File: src/rtl/operand_fetch.sv
// Operand stage for the 16-bit ALU: register file, two-cycle A/B fetch with
// write-back bypass, B-path shifter and source muxes, valid/ready handoff.
module operand_fetch #(
  parameter int unsigned WIDTH  = 16,
  parameter int unsigned REG_AW = 3
) (
  input  logic              clk,
  input  logic              rst_n,
  input  logic              start,
  input  logic [REG_AW-1:0] rn,
  input  logic [REG_AW-1:0] rm,
  input  logic [1:0]        shift,
  input  logic              asel,
  input  logic              bsel,
  input  logic [WIDTH-1:0]  sximm5,
  input  logic [1:0]        aluop_in,
  output logic              busy,
  output logic              valid,
  input  logic              ready,
  output logic [WIDTH-1:0]  Ain,
  output logic [WIDTH-1:0]  Bin,
  output logic [1:0]        aluop_out,
  input  logic              wb_en,
  input  logic [REG_AW-1:0] wb_num,
  input  logic [WIDTH-1:0]  wb_data
);

  localparam int unsigned NREGS = 1 << REG_AW;

  typedef enum logic [1:0] {
    IDLE   = 2'd0,
    READ_A = 2'd1,
    READ_B = 2'd2,
    VALID  = 2'd3
  } state_t;

  state_t state_q, state_d;

  logic [WIDTH-1:0]  regs [NREGS];
  logic [WIDTH-1:0]  a_q;
  logic [REG_AW-1:0] rn_l, rm_l;
  logic [1:0]        shift_l, aluop_l;
  logic              asel_l, bsel_l;
  logic [WIDTH-1:0]  sximm5_l;

  logic [WIDTH-1:0]  rd_a_c, rd_b_c, shifted_c;

  // Next-state logic
  always_comb begin
    state_d = state_q;
    case (state_q)
      IDLE:    if (start) state_d = READ_A;
      READ_A:  state_d = READ_B;
      READ_B:  state_d = VALID;
      VALID:   if (ready) state_d = IDLE;
      default: state_d = IDLE;
    endcase
  end

  // Register reads see a same-cycle write-back to the register being read
  always_comb begin
    rd_a_c = regs[rn_l];
    rd_b_c = regs[rm_l];
    if (wb_en && (wb_num == rn_l)) rd_a_c = wb_data;
    if (wb_en && (wb_num == rm_l)) rd_b_c = wb_data;
  end

  always_comb begin
    shifted_c = rd_b_c;
    case (shift_l)
      2'b01:   shifted_c = {rd_b_c[WIDTH-2:0], 1'b0};
      2'b10:   shifted_c = {1'b0, rd_b_c[WIDTH-1:1]};
      2'b11:   shifted_c = {rd_b_c[WIDTH-1], rd_b_c[WIDTH-1:1]};
      default: shifted_c = rd_b_c;
    endcase
  end

  // Register file: written in every state
  always_ff @(posedge clk or negedge rst_n) begin
    if (!rst_n) begin
      for (int i = 0; i < int'(NREGS); i++) regs[i] <= '0;
    end else if (wb_en) begin
      regs[wb_num] <= wb_data;
    end
  end

  // Outputs load only on entry to VALID, so they hold across backpressure
  always_ff @(posedge clk or negedge rst_n) begin
    if (!rst_n) begin
      state_q   <= IDLE;
      busy      <= 1'b0;
      valid     <= 1'b0;
      a_q       <= '0;
      rn_l      <= '0;
      rm_l      <= '0;
      shift_l   <= '0;
      aluop_l   <= '0;
      asel_l    <= 1'b0;
      bsel_l    <= 1'b0;
      sximm5_l  <= '0;
      Ain       <= '0;
      Bin       <= '0;
      aluop_out <= '0;
    end else begin
      state_q <= state_d;
      busy    <= (state_d != IDLE);
      valid   <= (state_d == VALID);
      if ((state_q == IDLE) && start) begin
        rn_l     <= rn;
        rm_l     <= rm;
        shift_l  <= shift;
        aluop_l  <= aluop_in;
        asel_l   <= asel;
        bsel_l   <= bsel;
        sximm5_l <= sximm5;
      end
      if (state_q == READ_A) a_q <= rd_a_c;
      if (state_q == READ_B) begin
        Ain       <= asel_l ? '0 : a_q;
        Bin       <= bsel_l ? sximm5_l : shifted_c;
        aluop_out <= aluop_l;
      end
    end
  end

endmodule
File: config.mk
export PLATFORM = sky130hd
export DESIGN_NAME = operand_fetch
export DESIGN_NICKNAME = d
export VERILOG_FILES = /design/src/rtl/operand_fetch.sv
export SDC_FILE = /design/constraint.sdc
export NUM_CORES = 1
export LEC_CHECK = 0
export ABC_AREA = 1
export CAP_MARGIN = 20
export CORE_MARGIN = 2
export CORE_UTILIZATION = 40
export DETAILED_ROUTE_END_ITERATION = 10
export SETUP_SLACK_MARGIN = 0.5
export SLEW_MARGIN = 20
export SYNTH_ARGS = -nofsm -noshare
export SYNTH_HDL_FRONTEND = slang
export SYNTH_SLANG_ARGS = --single-unit
File: constraint.sdc
create_clock -name clk -period 5 [get_ports clk]
set_clock_uncertainty 0.2 [all_clocks]
set_input_delay 1.25 -clock clk [delete_from_list [all_inputs] [get_ports clk]]
set_output_delay 1.25 -clock clk [all_outputs]
set_load 0.005 [all_outputs]
# After elaboration in Yosys (flattened, before gate mapping)

Index checks and enable logic that the tools add are counted.

Multipliers: 0
Eq/ne operators: 9
Shifts and indexed selects: 0
Divide/modulo/power cells: 0
Mux-type cells: 17
Magnitude comparators: 4
Bitwise gates (word level): 3
Reductions and logical operators: 6
Add/sub/neg operators: 0

Operators with widths:

| operator                                                              | count |
|---|---|
| 16-bit two-way mux                                                    | 9 |
| 128-bit bitwise mux                                                   | 1 |
| 16-bit binary-select mux with 3-bit select                            | 2 |
| 16-bit demux with 3-bit select                                        | 1 |
| 16-bit one-hot mux with 3 select lines                                | 1 |
| 4-bit greater-or-equal comparator (second input constant)             | 3 |
| 3-bit inverter with 4-bit output                                      | 3 |
| 2-bit == test (second input constant)                                 | 5 |
| 2-bit one-hot mux with 4 select lines                                 | 1 |
| 3-bit == test                                                         | 2 |
| 2-bit by 1-bit == test with 1-bit output (second input constant)      | 2 |
| 1-bit logical AND                                                     | 4 |
| 4-bit by 1-bit < comparator with 1-bit output (second input constant) | 1 |
| 2-bit two-way mux                                                     | 2 |
| 2-bit zero test                                                       | 1 |
| 2-bit nonzero test                                                    | 1 |

Word-level logic and storage cells: 61
Bits in latches: 0
Input port bits: 52
Output and inout port bits: 36
Memory bits (read-only): 0
Bits in writable memories: 0
Register bits after elaboration: 210
Memories kept: 0

# Longest topological paths before layout

Depth after elaboration: 7
Depth in mapped cells: 15
Gate-level depth less buffers: 14

# Least setup slack after synthesis

No wires, ideal clock.

Path type: input to register
From: input wb_num[2]
To: register Bin[1]
Path slack: 2.503 ns
Arrival: 2.181 ns
Required time: 4.684 ns
Path buffers: 1
Cell stages on the path: 13
Library setup time: 0.116 ns
Cell sequence: inv_1 > nand2_1 > nand2_1 > nor2_2 > nand2_2 > inv_4 > buf_6 > nand2_1 > nand2_1 > a21oi_1 > nand2_1 > nand2_1 > nand2_1

Word-level cells in the longest chain between the ends: 5

RTL lines:

| element                                | RTL line | source |
|---|---|---|
| from (decl)                            | 24       | `input logic [REG_AW-1:0] wb_num,` |
| 3-bit == test                          | 65       | `if (wb_en && (wb_num == rm_l)) rd_b_c = wb_data;` |
| 1-bit logical AND                      | 65       |  |
| 16-bit two-way mux                     | 65       |  |
| 16-bit one-hot mux with 3 select lines | 70       | `case (shift_l)` |
| 16-bit two-way mux                     | 120      | `Bin <= bsel_l ? sximm5_l : shifted_c;` |
| to (signal assigned)                   | 120      |  |
| to (decl)                              | 21       | `output logic [WIDTH-1:0] Bin,` |

Every way passes these cells.
A chain may end at the register's enable or synchronous reset.

# Worst setup path in the final report

From: input wb_num[2]
To: register Bin[9]

Same word-level chain as after synthesis.

==> metrics.md <==
| Metric | Value |
|---|---|
| Number of hold-repair buffers added at the cts stage | `0` |
| Number of port buffers | `87` |
| Maximum clock rate | `322.8 MHz` |
| Number of antenna violations at the first check in global routing | `0` |
| Most common library cell in the layout ignoring fill and taps | `sky130_fd_sc_hd__nand2_1` |
| Sum of negative setup slack | `0 ns` |
| Worst vdd rail ir drop | `0.0004365 V` |
| Vias in the first global route | `9385` |
| Final count of pins violating max slew | `0` |
| Post-CTS setup-driven buffer insertion count | `0` |
| Number of buffers created by CTS | `25` |
| Via density | `5.593` |
| GP Congestion | `0.9236` |
| Die Y | `166.9 um` |
| Post-cts repair resize count | `0` |
| Total Wirelength | `35.47 mm` |
| Final HPWL from detailed placement | `22.62 mm` |
| Full die area | `27840 um2` |
| Top-level I/O count | `88` |
| Mean instance size in the synthesized netlist | `7.611 um2` |
| Type of element capturing the critical path | `flip-flop` |
| Filler cell count in the final layout | `2561` |
| Top cell type's share of synthesized area | `0.4953` |
| Wire length of the first global-routing pass | `55.41 mm` |
| Mean routed wirelength per cell | `19.88 um` |
| Chip width | `166.9 um` |
| Count of antenna-violating nets left after detailed routing | `0` |
| Number of clock sinks | `210` |
| RSZ-0062 raised after global routing | `false` |
| Area growth from synthesis to layout | `17.71%` |
| Required time reported for the critical path endpoint | `5.21 ns` |
| Setup Crit Path Kind | `in2reg` |
| Most used cells in the layout excluding fill and tap cells | `sky130_fd_sc_hd__nand2_1, sky130_fd_sc_hd__dfrtp_1, sky130_fd_sc_hd__o21ai_0, sky130_fd_sc_hd__nand3_1, sky130_fd_sc_hd__nor2_1` |
| Number of endpoints failing setup at the final stage | `0` |
| Latest clock arrival within the worst-skew pair | `0.54 ns` |
| Grt total ovfl | `0` |
| Area of the core | `26060 um2` |
| Cell Rows | `59` |
| Area leader, netlist | `sky130_fd_sc_hd__dfrtp_1` |
| H-tree levels | `1` |
| Fraction of layout cells with a size suffix above 1 | `0.06634` |
| Crit-path cells | `clkdlybuf4s50_1 -> inv_1 -> nand2_1 -> nand2_1 -> nor2_2 -> nand2_2 -> inv_4 -> nand2_1 -> nand3_1 -> nand2_1 -> nor2_1 -> o21ai_1` |
| Pin count of the biggest net entering global routing | `99` |
| Cells after Synth | `1394` |
| Worst-margin pin slew | `1.002 ns` |
| Period utilisation layout | `0.6196` |
| Final-report hold violation count | `0` |
| PnR Total Power | `7.825 mW` |
| DRT Pass-1 Iters | `6` |
| Clock tree root driver cell | `sky130_fd_sc_hd__clkbuf_16` |
| TritonCTS clock tree | `built` |
| Post-CTS clock slew at the launch and capture registers of the worst setup and hold paths | `0.06 ns` |
| Highest net fanout along the worst path | `17` |
| Number of nets in the finished design | `1487` |
| Effective utilization at floorplan | `0.4072` |
| Arr. time, crit path | `3.31 ns` |
| Leakage power total | `5.729 nW` |
| Cell types with the largest area share after synthesis | `sky130_fd_sc_hd__dfrtp_1, sky130_fd_sc_hd__nand2_1, sky130_fd_sc_hd__o21ai_0` |
| Cell repeated most along the worst path | `sky130_fd_sc_hd__nand2_1` |
| Part of the Yosys area used for sequential elements | `0.4953` |
| Number of nets produced by synthesis | `1446` |
| Worst setup SP type | `input port` |
| Total power per unit cell area | `626.6 nW/um2` |
| DRC | `0` |
| CP max stage delay | `0.58 ns` |
| Post-synth cell types | `26` |
| Number of synthesized register bits | `210` |
| DRC violation total after the first TritonRoute iteration | `1113` |
| Worst hold path class | `reg2reg` |
| Number of warning messages in the yosys log | `0` |
| Maximum clock path buffer count | `3` |
| Gr usage total | `0.2530` |
| Post-Route Hold Slack | `0.2684 ns` |
| Shortest period the worst path allows | `3.098 ns` |
| Core occupancy in the finished layout | `0.4793` |
| Via Count | `9978` |
| Relative slew margins | `0.3295` |
| Area of the mapped netlist | `10610 um2` |
| Critical-path cell with the highest stage delay | `sky130_fd_sc_hd__clkdlybuf4s50_1` |
| Run status | `complete, no violations` |
| MaxCap Viol Count | `0` |
## registers in the layout (all words and copies together), names as in the netlist
register / cells
aluop_out: 2
bsel_l: 1
shift_l: 2
aluop_l: 2
Ain: 16
asel_l: 1
rm_l: 3
sximm5_l: 16
busy: 1
regs: 128
rn_l: 3
a_q: 16
Bin: 16
valid: 1
state_q: 2
## cell usage after synthesis
cell,number
sky130_fd_sc_hd__clkbuf_1,70
sky130_fd_sc_hd__inv_4,1
sky130_fd_sc_hd__o22ai_1,32
sky130_fd_sc_hd__nand2_2,6
sky130_fd_sc_hd__o21ai_1,7
sky130_fd_sc_hd__buf_1,4
sky130_fd_sc_hd__nor2_1,124
sky130_fd_sc_hd__nor2_2,1
sky130_fd_sc_hd__buf_6,1
sky130_fd_sc_hd__clkinv_1,1
sky130_fd_sc_hd__o211ai_1,13
sky130_fd_sc_hd__nor3_1,1
sky130_fd_sc_hd__mux2_2,19
sky130_fd_sc_hd__inv_2,2
sky130_fd_sc_hd__a31oi_1,6
sky130_fd_sc_hd__buf_4,1
sky130_fd_sc_hd__nand3_1,163
sky130_fd_sc_hd__nand4_1,3
sky130_fd_sc_hd__xnor2_1,1
sky130_fd_sc_hd__a21oi_1,43
sky130_fd_sc_hd__buf_2,20
sky130_fd_sc_hd__dfrtp_1,210
sky130_fd_sc_hd__nand2_1,391
sky130_fd_sc_hd__inv_1,62
sky130_fd_sc_hd__o21ai_0,203
sky130_fd_sc_hd__o31ai_1,9
## stage by stage
step / instances / instance area (um2) / setup slack (ns)
4_1_cts: 1782 / 12480 / 1.915
6_report: 1784 / 12490 / 1.902
3_3_place_gp: 1743 / 11700 / 1.419
2_1_floorplan: 1394 / 10610 / 2.503
5_1_grt: 1782 / 12480 / 1.734
3_5_place_dp: 1743 / 11700 / 1.367
## area by class of cell
cell class	instances	area, um2	share of cell area
Inverter	66	250.2	0.02004
Clock buffer	33	705.7	0.05650
Tap cell	335	419.2	0.03356
Timing Repair Buffer	110	1047	0.08385
Multi-Input combinational cell	1022	4728	0.3786
Sequential cell	210	5258	0.4210
Clock inverter	6	76.32	0.006111
Antenna cell	2	5.005	0.0004007
## layer usage
metal / global-route usage / wire (um)
met4: 0.1001 / 1219
met2: 0.3731 / 15170
met5: 0 / 0
met1: 0.3705 / 15860
met3: 0.04396 / 3210
## path summary, 6_finish.rpt
kind	startpoint	end	slack [ns]	cells after the start
setup / recovery	wb_num[2]	Bin[9]	1.90	12
hold / removal	aluop_l[0]	aluop_out[0]	0.27	2
setup reg to reg	rn_l[2]	a_q[5]	2.06	7
hold reg to reg	aluop_l[0]	aluop_out[0]	0.27	2
max in group asynchronous	rst_n	regs[79]	2.87	2
min in group asynchronous	rst_n	aluop_out[0]	0.58	1
## cell families (layout without fill, tap and decap cells)
group | count (synthesis) | in the layout | synth area share
compound gates | 313 | 313 | 0.1573
xor+xnor | 1 | 1 | 0.0008256
buf+inv | 162 | 215 | 0.06097
flops | 210 | 210 | 0.4953
mux | 19 | 19 | 0.02017
other cells | 0 | 2 | 0
simple gates | 689 | 689 | 0.2654
## critical path: cells and delay by family
family / cells / cell delay (ns)
AOI/OAI and AO/OA: 1 / 0.09
buffers and inverters: 3 / 0.98
and+or+nand+nor: 8 / 0.97
## power by group
part           internal, mW  switching (mW)  leakage [nW]  total, mW
Sequential             2.22           0.452          2.59       2.68
Clock                  1.04           0.714         0.389       1.75
Combinational          1.23            2.17          2.75       3.40
(Power assumes the default switching activity.)
